[config.mk]
export PLATFORM = sky130hd
export DESIGN_NAME = time_set_controller_flat
export DESIGN_NICKNAME = d
export VERILOG_FILES = /design/src/rtl/clock_pkg.sv /design/src/rtl/time_set_controller_if.sv /design/src/rtl/bcd2_step.sv /design/src/rtl/time_set_controller.sv /design/src/flat_wrapper.sv
export SDC_FILE = /design/constraint.sdc
export NUM_CORES = 1
export LEC_CHECK = 0
export CAP_MARGIN = 0
export CORE_UTILIZATION = 56
export DETAILED_ROUTE_END_ITERATION = 16
export GPL_TIMING_DRIVEN = 1
export PLACE_DENSITY_LB_ADDON = 0.05
export SLEW_MARGIN = 10
export SYNTH_ARGS = -nofsm -noshare
export SYNTH_HDL_FRONTEND = slang
export SYNTH_HIERARCHICAL = 1
export SYNTH_SLANG_ARGS = --single-unit
[constraint.sdc]
create_clock -name clk -period 3.3 [get_ports clk]
set_input_delay 0.495 -clock clk [delete_from_list [all_inputs] [get_ports clk]]
set_output_delay 0.495 -clock clk [all_outputs]
set_load 0.02 [all_outputs]
[src/rtl/clock_pkg.sv]
// Shared types and constants for the time/alarm setting sequencer.
// Imported by the controller and by anything that decodes its state.
package clock_pkg;

  typedef enum logic [2:0] {
    NORMAL,
    T_HOUR,
    T_MIN,
    A_HOUR,
    A_MIN
  } state_e;

  localparam int HOUR_MAX = 23;
  localparam int MIN_MAX  = 59;

  // digit_blank masks: tubes 7:6 show hours, 5:4 show minutes
  localparam logic [7:0] HOUR_BLANK = 8'hC0;
  localparam logic [7:0] MIN_BLANK  = 8'h30;

endpackage

[src/rtl/time_set_controller_if.sv]
// Button/live-time inputs and edit/alarm/display outputs of the setting controller.
// slave = the controller itself; master = the button, counter and display side.
interface time_set_controller_if;
  logic       tick_1hz;
  logic       tick_2hz;
  logic       btn_mode;
  logic       btn_dec;
  logic       btn_inc;
  logic [3:0] hour_ten;
  logic [3:0] hour_one;
  logic [3:0] minute_ten;
  logic [3:0] minute_one;

  logic       time_load;
  logic [3:0] edit_hour_tens;
  logic [3:0] edit_hour_ones;
  logic [3:0] edit_min_tens;
  logic [3:0] edit_min_ones;
  logic [3:0] alarm_hour_tens;
  logic [3:0] alarm_hour_ones;
  logic [3:0] alarm_min_tens;
  logic [3:0] alarm_min_ones;
  logic       alarm_en;
  logic       show_mode;
  logic       is_setting_time;
  logic       is_setting_alarm;
  logic [7:0] digit_blank;

  modport slave (
    input  tick_1hz, tick_2hz, btn_mode, btn_dec, btn_inc,
           hour_ten, hour_one, minute_ten, minute_one,
    output time_load, edit_hour_tens, edit_hour_ones, edit_min_tens, edit_min_ones,
           alarm_hour_tens, alarm_hour_ones, alarm_min_tens, alarm_min_ones,
           alarm_en, show_mode, is_setting_time, is_setting_alarm, digit_blank
  );

  modport master (
    output tick_1hz, tick_2hz, btn_mode, btn_dec, btn_inc,
           hour_ten, hour_one, minute_ten, minute_one,
    input  time_load, edit_hour_tens, edit_hour_ones, edit_min_tens, edit_min_ones,
           alarm_hour_tens, alarm_hour_ones, alarm_min_tens, alarm_min_ones,
           alarm_en, show_mode, is_setting_time, is_setting_alarm, digit_blank
  );
endinterface

[src/rtl/bcd2_step.sv]
// Combinational +/-1 on a two-digit BCD field that wraps between 00 and MAX.
// Digit-wise carry/borrow keeps every result a legal BCD value.
module bcd2_step #(
  parameter int MAX = 59
) (
  input  logic [3:0] tens,
  input  logic [3:0] ones,
  input  logic       up,
  output logic [3:0] tens_n,
  output logic [3:0] ones_n
);
  localparam logic [3:0] MAX_T = 4'(MAX / 10);
  localparam logic [3:0] MAX_O = 4'(MAX % 10);

  // NOTE: every output gets a default first so no path through the ifs infers a latch.
  always_comb begin
    tens_n = tens;
    ones_n = ones;
    if (up) begin
      if (tens == MAX_T && ones == MAX_O) begin
        tens_n = 4'd0;
        ones_n = 4'd0;
      end else if (ones == 4'd9) begin
        tens_n = tens + 4'd1;
        ones_n = 4'd0;
      end else begin
        ones_n = ones + 4'd1;
      end
    end else begin
      if (tens == 4'd0 && ones == 4'd0) begin
        tens_n = MAX_T;
        ones_n = MAX_O;
      end else if (ones == 4'd0) begin
        tens_n = tens - 4'd1;
        ones_n = 4'd9;
      end else begin
        ones_n = ones - 4'd1;
      end
    end
  end
endmodule

[src/rtl/time_set_controller.sv]
// Button-driven time/alarm setting sequencer: owns the edit buffer, alarm registers,
// commit strobe to the time counters and blink/mode controls for the scan display.
module time_set_controller
  import clock_pkg::*;
#(
  parameter int TIMEOUT_S   = 10,
  parameter int ALARM_RST_H = 7,
  parameter int ALARM_RST_M = 0
) (
  input  logic                  clk,
  input  logic                  rst_n,
  time_set_controller_if.slave  bus
);
  localparam int TW = $clog2(TIMEOUT_S + 1);
  localparam logic [3:0] AL_HT = 4'(ALARM_RST_H / 10);
  localparam logic [3:0] AL_HO = 4'(ALARM_RST_H % 10);
  localparam logic [3:0] AL_MT = 4'(ALARM_RST_M / 10);
  localparam logic [3:0] AL_MO = 4'(ALARM_RST_M % 10);

  state_e          state_q, state_d;
  logic [TW-1:0]   tcnt_q;
  logic            phase_q, phase_d;
  logic            any_btn, setting, timeout_hit, step_en, step_up, hour_field;
  logic            time_load_q, alarm_en_q, show_mode_q, set_time_q, set_alarm_q;
  logic [7:0]      blank_q;
  logic [3:0]      e_ht, e_ho, e_mt, e_mo;
  logic [3:0]      a_ht, a_ho, a_mt, a_mo;
  logic [3:0]      hr_t_n, hr_o_n, mn_t_n, mn_o_n;

  bcd2_step #(.MAX(HOUR_MAX)) u_hour_step (
    .tens(e_ht), .ones(e_ho), .up(step_up), .tens_n(hr_t_n), .ones_n(hr_o_n)
  );
  bcd2_step #(.MAX(MIN_MAX)) u_min_step (
    .tens(e_mt), .ones(e_mo), .up(step_up), .tens_n(mn_t_n), .ones_n(mn_o_n)
  );

  always_comb begin
    any_btn     = bus.btn_mode | bus.btn_dec | bus.btn_inc;
    setting     = (state_q != NORMAL);
    hour_field  = (state_q == T_HOUR) || (state_q == A_HOUR);
    // A button in the same cycle as the final tick keeps the edit alive.
    timeout_hit = setting && bus.tick_1hz && !any_btn && (tcnt_q == TW'(TIMEOUT_S - 1));
    // The cycle after the time commit is spent loading the alarm into the buffer.
    step_en     = setting && !bus.btn_mode && (bus.btn_dec | bus.btn_inc) && !time_load_q;
    step_up     = !bus.btn_dec;

    state_d = state_q;
    if (bus.btn_mode) begin
      unique case (state_q)
        NORMAL:  state_d = T_HOUR;
        T_HOUR:  state_d = T_MIN;
        T_MIN:   state_d = A_HOUR;
        A_HOUR:  state_d = A_MIN;
        default: state_d = NORMAL;
      endcase
    end else if (timeout_hit) begin
      state_d = NORMAL;
    end

    phase_d = phase_q;
    if (state_d == NORMAL || any_btn) phase_d = 1'b0;
    else if (bus.tick_2hz)            phase_d = ~phase_q;
  end

  // NOTE: sequential state uses non-blocking assignments so every register samples pre-edge values.
  always_ff @(posedge clk) begin
    if (!rst_n) begin
      state_q     <= NORMAL;
      tcnt_q      <= '0;
      phase_q     <= 1'b0;
      time_load_q <= 1'b0;
      {e_ht, e_ho, e_mt, e_mo} <= '0;
      {a_ht, a_ho, a_mt, a_mo} <= {AL_HT, AL_HO, AL_MT, AL_MO};
      alarm_en_q  <= 1'b0;
      show_mode_q <= 1'b0;
      set_time_q  <= 1'b0;
      set_alarm_q <= 1'b0;
      blank_q     <= '0;
    end else begin
      state_q     <= state_d;
      phase_q     <= phase_d;
      time_load_q <= (state_q == T_MIN) && bus.btn_mode;

      if (state_d == NORMAL || any_btn || timeout_hit) tcnt_q <= '0;
      else if (bus.tick_1hz)                           tcnt_q <= tcnt_q + TW'(1);

      if (state_q == NORMAL && bus.btn_mode)
        {e_ht, e_ho, e_mt, e_mo} <= {bus.hour_ten, bus.hour_one, bus.minute_ten, bus.minute_one};
      else if (time_load_q)
        {e_ht, e_ho, e_mt, e_mo} <= {a_ht, a_ho, a_mt, a_mo};
      else if (step_en && hour_field)
        {e_ht, e_ho} <= {hr_t_n, hr_o_n};
      else if (step_en)
        {e_mt, e_mo} <= {mn_t_n, mn_o_n};

      if (state_q == A_MIN && bus.btn_mode)
        {a_ht, a_ho, a_mt, a_mo} <= {e_ht, e_ho, e_mt, e_mo};

      if (state_q == NORMAL && !bus.btn_mode) begin
        if (bus.btn_dec)      show_mode_q <= ~show_mode_q;
        else if (bus.btn_inc) alarm_en_q  <= ~alarm_en_q;
      end

      set_time_q  <= (state_d == T_HOUR) || (state_d == T_MIN);
      set_alarm_q <= (state_d == A_HOUR) || (state_d == A_MIN);
      if (!phase_d || state_d == NORMAL)                 blank_q <= '0;
      else if (state_d == T_HOUR || state_d == A_HOUR)   blank_q <= HOUR_BLANK;
      else                                               blank_q <= MIN_BLANK;
    end
  end

  assign bus.time_load        = time_load_q;
  assign bus.edit_hour_tens   = e_ht;
  assign bus.edit_hour_ones   = e_ho;
  assign bus.edit_min_tens    = e_mt;
  assign bus.edit_min_ones    = e_mo;
  assign bus.alarm_hour_tens  = a_ht;
  assign bus.alarm_hour_ones  = a_ho;
  assign bus.alarm_min_tens   = a_mt;
  assign bus.alarm_min_ones   = a_mo;
  assign bus.alarm_en         = alarm_en_q;
  assign bus.show_mode        = show_mode_q;
  assign bus.is_setting_time  = set_time_q;
  assign bus.is_setting_alarm = set_alarm_q;
  assign bus.digit_blank      = blank_q;
endmodule

[src/flat_wrapper.sv]
// flat-port wrapper written by rule: the top's interface ports become plain ports
module time_set_controller_flat import clock_pkg::*;
#(
  parameter int TIMEOUT_S   = 10,
  parameter int ALARM_RST_H = 7,
  parameter int ALARM_RST_M = 0
)
  (clk, rst_n, bus_tick_1hz, bus_tick_2hz, bus_btn_mode, bus_btn_dec, bus_btn_inc, bus_hour_ten, bus_hour_one, bus_minute_ten, bus_minute_one, bus_time_load, bus_edit_hour_tens, bus_edit_hour_ones, bus_edit_min_tens, bus_edit_min_ones, bus_alarm_hour_tens, bus_alarm_hour_ones, bus_alarm_min_tens, bus_alarm_min_ones, bus_alarm_en, bus_show_mode, bus_is_setting_time, bus_is_setting_alarm, bus_digit_blank);
  time_set_controller_if bus_i ();
  input  logic clk;
  input  logic rst_n;
  input wire logic [$bits(bus_i.tick_1hz)-1:0] bus_tick_1hz;
  input wire logic [$bits(bus_i.tick_2hz)-1:0] bus_tick_2hz;
  input wire logic [$bits(bus_i.btn_mode)-1:0] bus_btn_mode;
  input wire logic [$bits(bus_i.btn_dec)-1:0] bus_btn_dec;
  input wire logic [$bits(bus_i.btn_inc)-1:0] bus_btn_inc;
  input wire logic [$bits(bus_i.hour_ten)-1:0] bus_hour_ten;
  input wire logic [$bits(bus_i.hour_one)-1:0] bus_hour_one;
  input wire logic [$bits(bus_i.minute_ten)-1:0] bus_minute_ten;
  input wire logic [$bits(bus_i.minute_one)-1:0] bus_minute_one;
  output wire logic [$bits(bus_i.time_load)-1:0] bus_time_load;
  output wire logic [$bits(bus_i.edit_hour_tens)-1:0] bus_edit_hour_tens;
  output wire logic [$bits(bus_i.edit_hour_ones)-1:0] bus_edit_hour_ones;
  output wire logic [$bits(bus_i.edit_min_tens)-1:0] bus_edit_min_tens;
  output wire logic [$bits(bus_i.edit_min_ones)-1:0] bus_edit_min_ones;
  output wire logic [$bits(bus_i.alarm_hour_tens)-1:0] bus_alarm_hour_tens;
  output wire logic [$bits(bus_i.alarm_hour_ones)-1:0] bus_alarm_hour_ones;
  output wire logic [$bits(bus_i.alarm_min_tens)-1:0] bus_alarm_min_tens;
  output wire logic [$bits(bus_i.alarm_min_ones)-1:0] bus_alarm_min_ones;
  output wire logic [$bits(bus_i.alarm_en)-1:0] bus_alarm_en;
  output wire logic [$bits(bus_i.show_mode)-1:0] bus_show_mode;
  output wire logic [$bits(bus_i.is_setting_time)-1:0] bus_is_setting_time;
  output wire logic [$bits(bus_i.is_setting_alarm)-1:0] bus_is_setting_alarm;
  output wire logic [$bits(bus_i.digit_blank)-1:0] bus_digit_blank;
  assign bus_i.tick_1hz = bus_tick_1hz;
  assign bus_i.tick_2hz = bus_tick_2hz;
  assign bus_i.btn_mode = bus_btn_mode;
  assign bus_i.btn_dec = bus_btn_dec;
  assign bus_i.btn_inc = bus_btn_inc;
  assign bus_i.hour_ten = bus_hour_ten;
  assign bus_i.hour_one = bus_hour_one;
  assign bus_i.minute_ten = bus_minute_ten;
  assign bus_i.minute_one = bus_minute_one;
  assign bus_time_load = bus_i.time_load;
  assign bus_edit_hour_tens = bus_i.edit_hour_tens;
  assign bus_edit_hour_ones = bus_i.edit_hour_ones;
  assign bus_edit_min_tens = bus_i.edit_min_tens;
  assign bus_edit_min_ones = bus_i.edit_min_ones;
  assign bus_alarm_hour_tens = bus_i.alarm_hour_tens;
  assign bus_alarm_hour_ones = bus_i.alarm_hour_ones;
  assign bus_alarm_min_tens = bus_i.alarm_min_tens;
  assign bus_alarm_min_ones = bus_i.alarm_min_ones;
  assign bus_alarm_en = bus_i.alarm_en;
  assign bus_show_mode = bus_i.show_mode;
  assign bus_is_setting_time = bus_i.is_setting_time;
  assign bus_is_setting_alarm = bus_i.is_setting_alarm;
  assign bus_digit_blank = bus_i.digit_blank;
  time_set_controller #(.TIMEOUT_S(TIMEOUT_S), .ALARM_RST_H(ALARM_RST_H), .ALARM_RST_M(ALARM_RST_M)) u_core (.clk(clk), .rst_n(rst_n), .bus(bus_i));
endmodule
==> results of run 1 <==
==> placed cells by master (no fill, tap or decap), types with 11 or more instances in the layout <==
| cell | count |
|---|---|
| a21boi_0 | 11 |
| clkdlybuf4s50_1 | 63 |
| nand2_1 | 70 |
| inv_1 | 14 |
| ha_1 | 16 |
| o211ai_1 | 11 |
| nand3_1 | 20 |
| dfxtp_1 | 47 |
| a21oi_1 | 17 |
| mux2i_1 | 18 |
| a21boi_1 | 18 |
| nor2_1 | 21 |
==> path summary, 6_finish.rpt <==
kind | endpoint | cells after the start
setup / recovery | u_core/bus.edit_min_tens[3]$_SDFFE_PN0P_ | 9
hold reg to reg | u_core/bus.alarm_min_ones[3]$_SDFFE_PN0P_ | 2
setup reg to reg | u_core/bus.edit_min_tens[3]$_SDFFE_PN0P_ | 9
hold / removal | u_core/bus.alarm_min_ones[3]$_SDFFE_PN0P_ | 2
==> tightest hold or removal path: stages, from the launching register on <==
cell,delay (ps)
dfxtp_1,330
nand2_1,60
a21boi_1,50
==> through the flow <==
stage / cells / hold slack [ps]
after floorplan: 400 / 472
after global placement: 516 / 462
after detailed placement: 516 / 469
after CTS: 524 / 482
after global routing: 524 / 499
final: 524 / 479
==> cell families (layout without fill, tap and decap cells) <==
kind of cell             Yosys count  after routing
flip-flops                        47             47
other                              1              4
adder cells (fa/ha/maj)           16             16
buffers and inverters             41             93
XOR/XNOR                           9              9
AND/OR/NAND/NOR                  163            163
AO/OA/AOI/OAI                    101            101
multiplexers                      19             19
==> layout make-up <==
type / instances / area (sq um) / share of cell area [%]
multi-input combinational: 312 / 2070 / 52.0
clock inverter: 2 / 60.1 / 1.51
tap: 72 / 90.1 / 2.27
sequential: 47 / 941 / 23.7
clock buffer: 6 / 72.6 / 1.83
timing repair buffer: 71 / 691 / 17.4
inverter: 14 / 52.6 / 1.32
==> routing by layer <==
layer	track usage [%]	up-vias	routed length, microns
li1	-	1516	-
met1	35.5	1505	3620
met2	49.0	105	4040
met3	5.06	13	505
met4	8.49	0	101
met5	0	-	0
==> sequential cells by signal, summed over array words and instances, names as in the netlist, 4 cells and up <==
signal                      flops
u_core/bus.alarm_hour_ones      4
u_core/bus.alarm_hour_tens      4
u_core/bus.alarm_min_ones       4
u_core/bus.alarm_min_tens       4
u_core/bus.edit_hour_ones       4
u_core/bus.edit_hour_tens       4
u_core/bus.edit_min_ones        4
u_core/bus.edit_min_tens        4
u_core/tcnt_q                   4
==> power by group through the flow <==
stage / clock network (W) / registers (W) / logic, W
6_report: 0.000503 / 0.000657 / 0.000488
5_1_grt: 0.000535 / 0.000664 / 0.000532
4_1_cts: 0.000517 / 0.000656 / 0.000482
3_5_place_dp: 0 / 0.000668 / 0.000476
3_3_place_gp: 0 / 0.000667 / 0.000465
2_1_floorplan: 0 / 0.000677 / 0.000327
==> metrics.md, run 1 <==
| Metric | Value |
|---|---|
| Critical Path Sink Type | register |
| Worst EP required | 3490 ps |
| Share of cells above drive strength 1 | 6.19% |
| Starting Density | 58.4% |
| Post-Synth Adder-Cell Area | 6.22% |
| Worst slew pin tran | 629 ps |
| CORE AREA | 0.00551 sq mm |
| Worst setup margin | 803 ps |
| CP Max Fanout | 4 |
| Chip height | 77.8 microns |
| Final setup violating endpoints | 0 |
| Outcome | finished clean |
| DRT iter0 DRCs | 167 |
| Final core occ | 72.2% |
| Initial antenna violation count | 0 |
| Cell taking the most area after synthesis | dfxtp_1 |
| Clk Latency, worst-skew pair | 300 ps |
| Max Cap Viol | 0 |
| Gate Count Post-Synth | 397 |
| Seq cells post-synth | 47 |
| Clk pwr share | 30.5% |
| Tmin final | 2500 ps |
| Synth Flop Type | dfxtp_1 |
| Netlist cell types | 67 |
| CP cell instances | clkdlybuf4s50_1 -> inv_1 -> or4b_4 -> or4_1 -> a311o_1 -> mux2i_1 -> nand2_1 -> o221ai_1 -> a21boi_1 |
| # resized after CTS | 0 |
| Max_slew headroom | 58.0% |
| First-pass iteration count of the detailed router | 4 |
| Cell Area, Placed | 0.00384 sq mm |
| H-tree depth | 2 |
| Tot Pwr | 0.00165 W |
| Post-CTS Hold Fix Bufs | 0 |
| Unrepaired setup endpoints after global routing | false |
| Simple-gate share of the synthesized area | 25.7% |
| Deepest clock path buffer count | 2 |
| CP startpoint | bus_btn_dec |
| Vias in the first global route | 2889 |
| Yosys top cell area share | 29.2% |
| Die area | 0.00605 sq mm |
| DRT Wirelength | 8260 microns |
| Reg power frac | 39.8% |
| Most common cell in the synthesized netlist | nand2_1 |
| Synth Area in XOR/XNOR | 2.45% |
| Top post-synthesis cells by count | nand2_1, dfxtp_1, nor2_1 |
| Pint | 0.00113 W |
| Mapped Area | 0.00322 sq mm |
| Gpl congestion | 0.889 |
| Comb power frac | 29.6% |
| Top delay family on crit path | simple AND/OR/NAND/NOR gates |
| FF-to-FF setup slack | 860 ps |
| WP buf/inv | 2 |
| Worst Path Arrival | 2680 ps |
| Number of synthesized flops with an enable pin | 0 |
| Post-route cell area | 0.00398 sq mm |
| # diodes | 0 |
| Slowest-stage cell, CP | clkdlybuf4s50_1 |
| Port Buffers | 63 |
| Root Buffer | clkbuf_8 |
| Detailed-route via count | 3139 |
| Pleak | 1.46 nW |
| GRT Residual Overflow | 0 |
| Routed len/inst | 15.8 microns |
| Final Max Tran Viols | 0 |
| Synth Area per Inst | 8.11 sq um |
| Ys async rst share | 0% |
| I/O Pins | 68 |
| Sw frac | 31.5% |
| Post-CTS Setup Repair Bufs | 0 |
| Final period util | 75.7% |
| Synth area leaders | dfxtp_1, nand2_1, ha_1 |
| Syn. warnings | 6 |
| Rows | 27 |
| TritonCTS clock tree | built |
| Seq/Total Area, Yosys | 29.2% |
| Worst VDD drop | 0.231 mV |
| Hold Vio Cnt, Final | 0 |
| Setup_tns | 0 ps |
| Die W | 77.8 microns |
| Pre-CTS setup slack | 505 ps |
| CTS Buf Count | 5 |
| Largest net degree at the start of global routing | 42 |
| Slowest stage delay, CP | 520 ps |
| Clock sinks | 47 |
| Main combinational cell family by area after synthesis | simple AND/OR/NAND/NOR gates |
| Total GRT Usage | 28.3% |
| CP Class | in2reg |
| Max Clk Rate | 400 MHz |
| R2R Path Start | u_core/bus.edit_min_ones[0]$_SDFFE_PN0P_ |
| Avg Vias per Cell | 5.99 |
| Post-DP HPWL | 5630 microns |
| Area Growth Syn to Fin | 23.5% |
| Clock Skew | 9.35 ps |
| Crit path launch type | input pin |
| HP Start | u_core/bus.alarm_min_ones[3]$_SDFFE_PN0P_ |
| Post-route DRC | 0 |
| PwrDens | 415 mW/mm^2 |
| Post-synthesis compound-gate area fraction | 23.4% |
| First-pass GRT wire length | 13600 microns |
| P_sw | 0.000519 W |
| Post-synthesis mux area share | 5.95% |
| DRT antenna net count | 0 |
| Fillers | 448 |
| Fin nets | 490 |
| Clk slew on worst S/H paths | 90 ps |
| Tightest Hold Check Type | reg2reg |
Power figures use the tool's default switching activity.
==> run 2, diff against run 1 <==
--- a/config.mk
+++ b/config.mk
@@ -6,7 +6,7 @@
 export NUM_CORES = 1
 export LEC_CHECK = 0
 export CAP_MARGIN = 0
-export CORE_UTILIZATION = 56
+export CORE_UTILIZATION = 52
 export DETAILED_ROUTE_END_ITERATION = 16
 export GPL_TIMING_DRIVEN = 1
 export PLACE_DENSITY_LB_ADDON = 0.05
==> constraint.sdc (replaced) <==
create_clock -name clk -period 2.4 [get_ports clk]
set_input_delay 0.36 -clock clk [delete_from_list [all_inputs] [get_ports clk]]
set_output_delay 0.36 -clock clk [all_outputs]
set_load 0.02 [all_outputs]
==> run 2 against run 1 <==
Compared with the run above:
- non-clock buffer count is 9 higher
- critical path type is now reg2reg
- critical endpoint unchanged
- largest cell class unchanged
- die area is 7.5% higher
- first-iteration DRC count is 12% lower
- cell area is 0.94% higher
==> metrics.md, run 2 (same netlist as run 1, synthesis figures left out) <==
| Metric | Value |
|---|---|
| Outcome | finished clean |
| CTS Buf Count | 5 |
| CP startpoint | u_core/bus.edit_min_ones[1]$_SDFFE_PN0P_ |
| Detailed-route via count | 3151 |
| Post-CTS Hold Fix Bufs | 0 |
| Post-route worst hold slack | 488 ps |
| Hold Vio Cnt, Final | 0 |
| P_sw | 0.000746 W |
| HP Start | u_core/bus.alarm_min_ones[0]$_SDFFE_PN0P_ |
| Met2 usage | 44.9% |
| Total GRT Usage | 26.2% |
| Final period util | 95.1% |
| # diodes | 0 |
| Post-route DRC | 0 |
| # resized after CTS | 0 |
| Slowest-stage cell, CP | or4b_4 |
| Max Clk Rate | 438 MHz |
| Post-route cell area | 0.00401 sq mm |
| Clock sinks | 47 |
| Gpl congestion | 0.862 |
| Root Buffer | clkbuf_8 |
| Comb power frac | 33.1% |
| Clk Latency, worst-skew pair | 310 ps |
| GR Util met3 | 3.86% |
| Avg Vias per Cell | 5.88 |
| Sw frac | 34.9% |
| CP Max Fanout | 4 |
| Starting Density | 54.0% |
| DRT antenna net count | 0 |
| Critical Path Sink Type | register |
| Tmin final | 2280 ps |
| Met1 Resource Use GR | 34.1% |
| PwrDens | 533 mW/mm^2 |
| TritonCTS clock tree | built |
| Post-CTS Setup Repair Bufs | 0 |
| Port Buffers | 63 |
| Fillers | 526 |
| CP Class | reg2reg |
| Final setup violating endpoints | 0 |
| Non-filler cells, final | 536 |
| Reg power frac | 41.5% |
| Worst Hold Depth | 2 |
| Worst slew pin tran | 642 ps |
| Pint | 0.00139 W |
| Most Crowded Layer GR | met2 |
| Clk pwr share | 25.3% |
| CORE AREA | 0.00596 sq mm |
| Worst VDD drop | 0.347 mV |
| Final Max Tran Viols | 0 |
| Cell Area, Placed | 0.00391 sq mm |
| Initial antenna violation count | 0 |
| GRT Residual Overflow | 0 |
| Max_slew headroom | 57.0% |
| Reg2reg path depth | 9 |
| Clk slew on worst S/H paths | 100 ps |
| Largest net degree at the start of global routing | 42 |
| Routed len/inst | 15.6 microns |
| Unrepaired setup endpoints after global routing | false |
| Most frequent cells in the layout | nand2_1, clkdlybuf4s50_1, dfxtp_1 |
| CP cell instances | inv_1 -> ha_1 -> or4b_4 -> or4_1 -> a311o_1 -> mux2i_1 -> nand2_1 -> o221ai_1 -> a21boi_1 |
| Worst EP required | 2600 ps |
| Die W | 80.7 microns |
| Tightest Hold Check Type | reg2reg |
| R2R Path Start | u_core/bus.edit_min_ones[1]$_SDFFE_PN0P_ |
| Worst Path Arrival | 2490 ps |
| Share of cells above drive strength 1 | 8.24% |
| Clock Skew | 3.51 ps |
| First-pass GRT wire length | 13400 microns |
| Area Growth Syn to Fin | 24.7% |
| First-pass iteration count of the detailed router | 5 |
| Post-DP HPWL | 5610 microns |
| DRT iter0 DRCs | 147 |
| Chip height | 80.7 microns |
| Rows | 28 |
| Die area | 0.00651 sq mm |
| Max Cap Viol | 0 |
| Slowest stage delay, CP | 460 ps |
| Crit path launch type | register |
| Dpl cells | 528 |
| Pleak | 1.49 nW |
| Commonest non-fill, non-tap cell in the layout | nand2_1 |
| Deepest clock path buffer count | 2 |
| Fin nets | 499 |
| H-tree depth | 2 |
| I/O Pins | 68 |
| Vias in the first global route | 2849 |
| DRT Wirelength | 8390 microns |
## run 2: changes by cell type in the layout (fill, tap and decap cells not counted)
cell	delta
clkinv_4	+1
bufinv_16	-2
buf_4	+9
clkbuf_1	-1
clkbuf_8	+1
clkinvlp_4	+1
## run 2: final timing paths
check,end,slack (ps)
setup / recovery,u_core/bus.edit_min_tens[3]$_SDFFE_PN0P_,120
hold / removal,u_core/bus.alarm_min_ones[0]$_SDFFE_PN0P_,490
setup reg to reg,u_core/bus.edit_min_tens[3]$_SDFFE_PN0P_,120
hold reg to reg,u_core/bus.alarm_min_ones[0]$_SDFFE_PN0P_,490
## run 2: critical path, delay by kind of cell (launching register included)
kind,cells,cell delay (ps)
AOI/OAI and AO/OA,3,480
adders and majority gates,1,200
buffers and inverters,1,120
DFF,1,320
muxes,1,120
and+or+nand+nor,3,930
## run 2: cell type report
type	instances	area (sq um)	area share (%)
inverters	14	52.6	1.31
well taps	75	93.8	2.34
clock inverters	2	16.3	0.405
repair buffers	80	758	18.9
multi-input cells	312	2070	51.5
clock buffers	6	82.6	2.06
flip-flops and latches	47	941	23.4
## run 2: per-layer routing
metal,vias up,wire [microns]
met5,-,0
li1,1529,-
met3,7,396
met4,0,54
met1,1511,3930
met2,104,4010
## run 2: metrics by stage
stage,util [%],setup WS (ps),total power [W],setup TNS [ps]
after floorplan,-,88.3,0.00138,0
after global placement,65.7,-175,0.00158,-175
after detailed placement,65.7,-170,0.00160,-170
after CTS,67.4,139,0.00213,0
after global routing,67.4,8.82,0.00224,0
final,67.4,116,0.00214,0
## run 2: power by group through the flow
stage                     clock network, W  logic [W]  registers [W]
after floorplan                          0   0.000450       0.000930
after global placement                   0   0.000680       0.000904
after detailed placement                 0   0.000695       0.000905
after CTS                         0.000548   0.000699       0.000886
after global routing              0.000578   0.000764       0.000897
final                             0.000542   0.000708       0.000887
==> run 3, diff against run 2 <==
--- a/config.mk
+++ b/config.mk
@@ -6,7 +6,8 @@
 export NUM_CORES = 1
 export LEC_CHECK = 0
 export CAP_MARGIN = 0
-export CORE_UTILIZATION = 52
+export CORE_UTILIZATION = 53
+export CTS_BUF_LIST = sky130_fd_sc_hd__clkbuf_2 sky130_fd_sc_hd__clkbuf_4 sky130_fd_sc_hd__clkbuf_8
 export DETAILED_ROUTE_END_ITERATION = 16
 export GPL_TIMING_DRIVEN = 1
 export PLACE_DENSITY_LB_ADDON = 0.05
==> run 3 against run 2 <==
Compared with the run above:
- sequential share of layout area down 0.14 points
- critical path depth is the same
- core utilization is 1.2 points higher
- die area decreased by 1.8%
- power decreased by 1.3%
- fmax rose by 1.9%
- routed wire length fell by 2.8%
- global-route usage up 0.42 points
- worst setup slack better by 42 ps
- cell count increased by 0.37%
- critical path type unchanged
- critical endpoint unchanged
- largest power group unchanged
==> metrics.md, run 3 (same netlist as run 1, synthesis figures left out) <==
| Metric | Value |
|---|---|
| R2R Path Start | u_core/bus.edit_min_ones[1]$_SDFFE_PN0P_ |
| Clk slew on worst S/H paths | 100 ps |
| Worst slew pin tran | 625 ps |
| Detailed-route via count | 3092 |
| Top delay family on crit path | simple AND/OR/NAND/NOR gates |
| DRT Wirelength | 8150 microns |
| Critical Path Stages | 9 |
| Post-route worst hold slack | 475 ps |
| FF-to-FF setup slack | 160 ps |
| Tmin final | 2240 ps |
| # resized after CTS | 0 |
| Worst Hold Depth | 2 |
| Vias in the first global route | 2779 |
| Root Buffer | clkbuf_8 |
| Clock sinks | 47 |
| CP startpoint | u_core/bus.edit_min_ones[1]$_SDFFE_PN0P_ |
| Final setup violating endpoints | 0 |
| Chip height | 79.9 microns |
| Setup_tns | 0 ps |
| Rows | 28 |
| Clock Skew | 8.64 ps |
| DRT iter0 DRCs | 199 |
| Max Clk Rate | 446 MHz |
| Reg2reg path depth | 9 |
| Fin nets | 501 |
| PwrDens | 522 mW/mm^2 |
| CP Capture Point | u_core/bus.edit_min_tens[3]$_SDFFE_PN0P_ |
| CTS Buf Count | 5 |
| Total GRT Usage | 26.6% |
| Deepest clock path buffer count | 2 |
| Final core occ | 68.6% |
| Pleak | 1.50 nW |
| Hold Vio Cnt, Final | 0 |
| Post-CTS Setup Repair Bufs | 0 |
| Area Growth Syn to Fin | 25.4% |
| Starting Density | 54.7% |
| Pre-CTS setup slack | -242 ps |
| Post-CTS Hold Fix Bufs | 0 |
| Max Cap Viol | 0 |
| Largest net degree at the start of global routing | 42 |
| Most frequent cells in the layout | nand2_1, clkdlybuf4s50_1, dfxtp_1 |
| CP Max Fanout | 4 |
| TritonCTS clock tree | built |
| Routed len/inst | 15.1 microns |
| Die W | 79.9 microns |
| CORE AREA | 0.00589 sq mm |
| Initial antenna violation count | 0 |
| First-pass GRT wire length | 13300 microns |
| Reg2reg end | u_core/bus.edit_min_tens[3]$_SDFFE_PN0P_ |
| Slowest-stage cell, CP | or4b_4 |
| Worst VDD drop | 0.338 mV |
| Share of cells above drive strength 1 | 9.29% |
| Outcome | finished clean |
| Final Max Tran Viols | 0 |
| Clk Latency, worst-skew pair | 310 ps |
| Post-route DRC | 0 |
| Avg Vias per Cell | 5.75 |
| CP Class | reg2reg |
| I/O Pins | 68 |
| Unrepaired setup endpoints after global routing | false |
| CP cell instances | inv_2 -> ha_4 -> or4b_4 -> or4_1 -> a311o_1 -> mux2i_1 -> nand2_1 -> o221ai_1 -> a21boi_1 |
| Worst Path Arrival | 2440 ps |
| Gpl congestion | 0.932 |
| Tightest Hold Check Type | reg2reg |
| GRT Residual Overflow | 0 |
| Max_slew headroom | 58.3% |
| Worst EP required | 2600 ps |
| Worst setup margin | 158 ps |
| H-tree depth | 2 |
| Final period util | 93.4% |
| Post-DP HPWL | 5600 microns |
| Port Buffers | 63 |
| Commonest non-fill, non-tap cell in the layout | nand2_1 |
| # diodes | 0 |
| WP buf/inv | 1 |
| DRT antenna net count | 0 |
| Critical Path Sink Type | register |
| Slowest stage delay, CP | 450 ps |
| First-pass iteration count of the detailed router | 4 |
| Die area | 0.00639 sq mm |
| Crit path launch type | register |
[run 3: worst min-delay path by stage]
stage | startpoint | to | slack [ps]
after global placement | u_core/bus.alarm_min_ones[3]$_SDFFE_PN0P_ | u_core/bus.alarm_min_ones[3]$_SDFFE_PN0P_ | 460
after global routing | u_core/bus.alarm_min_ones[3]$_SDFFE_PN0P_ | u_core/bus.alarm_min_ones[3]$_SDFFE_PN0P_ | 510
after floorplan | bus_tick_1hz | u_core/tcnt_q[1]$_SDFFE_PP0P_ | 450
after detailed placement | u_core/bus.alarm_min_ones[3]$_SDFFE_PN0P_ | u_core/bus.alarm_min_ones[3]$_SDFFE_PN0P_ | 470
final | u_core/bus.alarm_min_ones[3]$_SDFFE_PN0P_ | u_core/bus.alarm_min_ones[3]$_SDFFE_PN0P_ | 480
after CTS | u_core/bus.alarm_min_ones[3]$_SDFFE_PN0P_ | u_core/bus.alarm_min_ones[3]$_SDFFE_PN0P_ | 480
[run 3: cell type report]
| cell class | instances | area (sq um) |
|---|---|---|
| Clock inverter | 3 | 23.8 |
| Multi-Input combinational cell | 312 | 2080 |
| Sequential cell | 47 | 941 |
| Inverter | 14 | 52.6 |
| Fill cell | 489 | 1850 |
| Clock buffer | 5 | 68.8 |
| Timing Repair Buffer | 82 | 776 |
| Tap cell | 75 | 93.8 |
[run 3: worst register-to-register path: stages (launching register included)]
cell and delay [ps]:
dfxtp_1 330, inv_2 90, ha_4 150, or4b_4 450
or4_1 420, a311o_1 340, mux2i_1 130, nand2_1 70
o221ai_1 70, a21boi_1 80
[run 3: metal layers]
metal	global-route usage (%)	vias to the layer above	wire [microns]
met5	0	-	0
met2	42.6	96	3800
met3	3.20	8	461
li1	-	1531	-
met4	9.11	0	101
met1	36.8	1457	3790
[run 3: report_power, final]
| group | switching [W] | internal, W | total [W] |
|---|---|---|---|
| combinational | 0.000374 | 0.000343 | 0.000717 |
| clock | 0.000299 | 0.000209 | 0.000508 |
| sequential | 0.0000666 | 0.000817 | 0.000884 |
[run 3: through the flow]
| stage | instances | area, sq um | total power [W] |
|---|---|---|---|
| after global placement | 530 | 3930 | 0.00159 |
| after CTS | 538 | 4020 | 0.00212 |
| final | 538 | 4040 | 0.00211 |
| after floorplan | 400 | 3230 | 0.00138 |
| after global routing | 538 | 4040 | 0.00223 |
| after detailed placement | 530 | 3930 | 0.00160 |
==> RTL change 1 (config.mk and constraints of run 3) <==
`TIMEOUT_S` is set to 10 in 2 places; all go to 5.
--- a/src/rtl/time_set_controller.sv
+++ b/src/rtl/time_set_controller.sv
@@ -4,5 +4,5 @@
   import clock_pkg::*;
 #(
-  parameter int TIMEOUT_S   = 10,
+  parameter int TIMEOUT_S   = 5,
   parameter int ALARM_RST_H = 7,
   parameter int ALARM_RST_M = 0
--- a/src/flat_wrapper.sv
+++ b/src/flat_wrapper.sv
@@ -2,5 +2,5 @@
 module time_set_controller_flat import clock_pkg::*;
 #(
-  parameter int TIMEOUT_S   = 10,
+  parameter int TIMEOUT_S   = 5,
   parameter int ALARM_RST_H = 7,
   parameter int ALARM_RST_M = 0
Function: changed (a bounded check fails within 10 cycles, from zero or initial values and one cycle with rst_n low).
==> RTL change 1 against run 3 <==
- worst setup slack worse by 0.062 ns
- combinational power is 3.8% higher
- design area is 0.34% higher
- maximum frequency is 2.7% lower
- worst hold slack better by 0.021 ns
- synthesized area is 0.31% lower
- power is 4.4% higher
- wire length is 0.36% higher
- sequential cell count is 1 lower
==> RTL change 1: results (changes against run 3) <==
Hold Crit Start - u_core/bus.alarm_min_ones[2] (was u_core/bus.alarm_min_ones[3])
detail-routed via count per cell - 5.87 (was 5.75)
ys async rst share - 0 (unchanged)
Main synth FF type - dfxtp_1 (unchanged)
post-synthesis adder-cell area fraction - 0.0624 (was 0.0622)
Synth Area in Compound Gates - 0.241 (was 0.234)
HPWL after DPL - 5800 um (was 5600 um)
worst r2r src - u_core/bus.edit_min_ones[0] (was u_core/bus.edit_min_ones[1])
CP max stage delay - 0.48 ns (was 0.45 ns)
Fmax - 0.434 GHz (was 0.446 GHz)
dpl ws - -0.192 ns (was -0.242 ns)
routed wire length - 8180 um (was 8150 um)
placed cells - 531 (was 530)
pin count of the biggest net entering global routing - 39 (was 42)
worst r2r path cells - 10 (was 9)
DR WL met3 - 519 um (was 461 um)
clock skew - 0.0143 ns (was 0.00864 ns)
Synth top cells by count - nand2_1 (61), dfxtp_1 (46), nor2_1 (31) (was nand2_1 (70), dfxtp_1 (47), nor2_1 (21))
vias in the first global route - 2,923 (was 2,779)
GRT Util Overall - 0.271 (was 0.266)
CTS Root Cell - clkbuf_8 (unchanged)
status - completed (unchanged)
hold_ws - 0.497 ns (was 0.475 ns)
layout cells sized above 1 - 0.0837 (was 0.0929)
Pleak - 1.58 nW (was 1.50 nW)
Seq/Total Area, Yosys - 0.287 (was 0.292)
Sw Pwr - 0.000713 W (was 0.000739 W)
Max rail drop VDD - 0.000301 V (was 0.000338 V)
drt first-iter violations - 328 (was 199)
Final nets - 505 (was 501)
Total Power - 0.00220 W (was 0.00211 W)
sequential power share - 0.390 (was 0.419)
Synth Area in XOR/XNOR - 0.0218 (was 0.0245)
Worst Tran Pin Value - 1.26 ns (was 0.625 ns)
P_clk - 0.000599 W (was 0.000508 W)
syn_area_per_cell - 8.00 um2 (was 8.11 um2)
Area contributors post-synth - dfxtp_1 (29%), nand2_1 (7.1%), ha_1 (6.2%) (was dfxtp_1 (29%), nand2_1 (8.2%), ha_1 (6.2%))
grt met2 use - 0.442 (was 0.426)
crit path max fanout - 5 (was 4)
routability cong. - 0.864 (was 0.932)
Worst-Skew Late Latency - 0.30 ns
placed inst area - 3940 um2 (was 3930 um2)
fraction of synthesized area in multiplexers - 0.0663 (was 0.0595)
met1 Resource Use GR - 0.370 (was 0.368)
met1 wire length - 3820 um (was 3790 um)
met3 GRT Util - 0.0457 (was 0.0320)
Max Buffers Root-to-Sink - 2 (unchanged)
Hold EP - u_core/bus.alarm_min_ones[2] (was u_core/bus.alarm_min_ones[3])
first-pass GRT wire length - 13,700 um (was 13,300 um)
FF-to-FF setup slack - 0.1 ns (was 0.16 ns)
routed wl met2 - 3710 um (was 3800 um)
RTL change 1: kinds of logic (layout without fill, tap and decap cells):
| kind of cell | count (synthesis) | after routing |
|---|---|---|
| compound gates | 101 | 101 |
| xor+xnor | 8 | 8 |
| fa+ha+maj | 16 | 16 |
| buf+inv | 56 | 118 |
| flops | 46 | 46 |
| mux | 20 | 20 |
| other cells | 1 | 4 |
| simple gates | 153 | 153 |
RTL change 1: timing repair:
action / 4_1_cts / 5_1_grt
setup buffers: 0 / 0
hold buffers: 0 / 0
resized for setup: 0 / 1
setup endpoints to repair: 0 / 1
RTL change 1: cell type report:
class                      instances  area [um2]  area share
inverter                          25        93.8      0.0232
sequential                        46         921       0.227
tap                               72        90.1      0.0222
clock inverter                     1        30.0     0.00741
clock buffer                       6        82.6      0.0204
timing repair buffer              86         816       0.201
multi-input combinational        302        2020       0.498
RTL change 1: tightest hold or removal path, cell delays in order, from the launching register on:
cell,delay (ns)
dfxtp_1,0.34
nand2_1,0.05
a21boi_0,0.06
==> RTL change 2 (settings of run 3) <==
Without the edit above. The 5 states of `state_e` get a one-hot encoding in 5 bits.
--- a/src/rtl/clock_pkg.sv
+++ b/src/rtl/clock_pkg.sv
@@ -3,10 +3,10 @@
 package clock_pkg;
 
-  typedef enum logic [2:0] {
-    NORMAL,
-    T_HOUR,
-    T_MIN,
-    A_HOUR,
-    A_MIN
+  typedef enum logic [4:0] {
+    NORMAL = 5'b00001,
+    T_HOUR = 5'b00010,
+    T_MIN  = 5'b00100,
+    A_HOUR = 5'b01000,
+    A_MIN  = 5'b10000
   } state_e;
 
Formal check against the unedited RTL: same outputs for any inputs over 4 cycles, from zero or initial values and one cycle with rst_n low; so few cycles prove little.
==> RTL change 2 against run 3 <==
- wire length is 9.4% higher
- largest power group unchanged
- highest routed layer unchanged
- worst setup slack worse by 0.040 ns
- maximum frequency is 1.8% lower
- non-clock buffer count is 6 higher
- cell count is 5.4% higher
- synthesized area is 6.7% higher
- design area is 6.5% higher
- core utilization is 1.9 points higher
- largest cell class unchanged
- sequential cell count is 2 higher
- critical endpoint unchanged
- power is 8.6% higher
- global-route usage is 0.97 points higher
- clock power is 8.1% higher
- via count is 7.0% higher
==> RTL change 2: results (changes against run 3) <==
status - completed (unchanged)
HPWL after DPL - 6250 um (was 5600 um)
CP max stage delay - 0.47 ns (was 0.45 ns)
CTS Root Cell - clkbuf_8 (unchanged)
final std cells w/o fill - 567 (was 538)
H-Tree Depth - 2 (unchanged)
initial antenna violation count - 0 (unchanged)
Worst-Skew Late Latency - 0.31 ns (about the same)
Biggest register - u_core/state_q
Hold Path Class - flip-flop to flip-flop (unchanged)
TritonCTS Buffers - 5 (unchanged)
Clock Pin Slew Worst Setup and Hold Paths - 0.10 ns (about the same)
ANT cells - 0 (unchanged)
PortBufs - 63 (unchanged)
Max Buffers Root-to-Sink - 2 (unchanged)
ys async rst share - 0 (unchanged)
syn_area_per_cell - 8.12 um2 (was 8.11 um2)
Synth top cells by count - nand2_1 (78), dfxtp_1 (49), nor2_1 (25) (was nand2_1 (70), dfxtp_1 (47), nor2_1 (21))
CP max stage cell - or4b_4 (unchanged)
Slew headroom - 0.647 (was 0.583)
layout cells sized above 1 - 0.108 (was 0.0929)
detail-routed via count per cell - 5.83 (was 5.75)
vias in the first global route - 2,954 (was 2,779)
Pleak - 1.61 nW (was 1.50 nW)
Netlist cell types - 72 (was 67)
fill count - 511 (was 489)
placed cells - 559 (was 530)
dpl ws - -0.259 ns (was -0.242 ns)
Slew Viols, Final - 0 (unchanged)
Seq/Total Area, Yosys - 0.286 (was 0.292)
max FFs per register - 5
GRT Util Overall - 0.276 (was 0.266)
drt first-iter violations - 221 (was 199)
first-pass iteration count of the detailed router - 5 (was 4)
Final nets - 530 (was 501)
routability cong. - 0.884 (was 0.932)
Syn. warnings - 6 (unchanged)
first-pass GRT wire length - 14,200 um (was 13,300 um)
pin count of the biggest net entering global routing - 33 (was 42)
Area contributors post-synth - dfxtp_1 (29%), nand2_1 (8.5%), ha_1 (5.8%) (was dfxtp_1 (29%), nand2_1 (8.2%), ha_1 (6.2%))
# resized after CTS - 0 (unchanged)
number of setup buffers added after CTS - 0 (unchanged)
crit path DAT - 2.49 ns (was 2.44 ns)
Max rail drop VDD - 0.000337 V (was 0.000338 V)
clock skew - 0.0104 ns (was 0.00864 ns)
crit path max fanout - 4 (unchanged)
Avg WL per Cell - 15.7 um (was 15.1 um)
[RTL change 2: cell types whose count changed after synthesis, sizes merged, moves of 4 or more]
cell / change
o221ai: -8
o211ai: +8
nand2b: -5
clkbuf: +7
nand2: +7
nor2: +5
nand3: -7
buf: -4
[RTL change 2: cell type report]
type	instances	area, um2	area share
flip-flops and latches	49	981	0.228
repair buffers	88	821	0.191
inverters	13	48.8	0.0114
clock buffers	7	96.3	0.0224
clock inverters	1	5.00	0.00116
well taps	75	93.8	0.0218
multi-input cells	334	2250	0.524
[RTL change 2: path summary, 6_finish.rpt]
check                                from                      endpoint  slack [ns]  depth (start not counted)
max reg2reg   u_core/bus.edit_min_ones[0]   u_core/bus.edit_min_tens[3]        0.12                          9
max           u_core/bus.edit_min_ones[0]   u_core/bus.edit_min_tens[3]        0.12                          9
min          u_core/bus.alarm_min_ones[1]  u_core/bus.alarm_min_ones[1]        0.49                          2
min reg2reg  u_core/bus.alarm_min_ones[1]  u_core/bus.alarm_min_ones[1]        0.49                          2
[RTL change 2: cell families (layout without fill, tap and decap cells)]
family | after synthesis | count (layout) | synth area share
AO/OA/AOI/OAI | 105 | 105 | 0.234
XOR/XNOR | 14 | 14 | 0.0357
adder cells (fa/ha/maj) | 16 | 16 | 0.0583
buffers and inverters | 43 | 109 | 0.0652
flip-flops | 49 | 49 | 0.286
multiplexers | 19 | 19 | 0.0557
other | 1 | 4 | 0.00109
AND/OR/NAND/NOR | 176 | 176 | 0.264
[RTL change 2: per-stage QoR]
stage          cell area, um2  utilization  TNS [ns]  total power (W)
2_1_floorplan            3450            -         0          0.00148
3_3_place_gp             4180        0.686    -0.213          0.00172
3_5_place_dp             4180        0.686    -0.259          0.00174
4_1_cts                  4280        0.703         0          0.00229
5_1_grt                  4300        0.705         0          0.00242
6_report                 4300        0.705         0          0.00229
[RTL change 2: critical path: cells and delay by family, from the launching register on]
kind / cells / cell delay (ns)
AO/OA/AOI/OAI: 3 / 0.50
adder cells (fa/ha/maj): 1 / 0.17
buffers and inverters: 1 / 0.12
flip-flops: 1 / 0.32
multiplexers: 1 / 0.13
AND/OR/NAND/NOR: 3 / 0.95
[RTL change 2: where the power goes]
group          switching [W]  total [W]  internal, W
Sequential         0.0000662   0.000918     0.000852
Combinational       0.000431   0.000821     0.000390
Clock               0.000288   0.000549     0.000261
[RTL change 2: routing by layer]
layer	global-route usage	share of wire	vias to the layer above
met2	0.469	0.47	104
met5	0	0	-
li1	-	-	1627
met1	0.362	0.46	1566
met4	0.0828	0.015	0
met3	0.0374	0.052	11
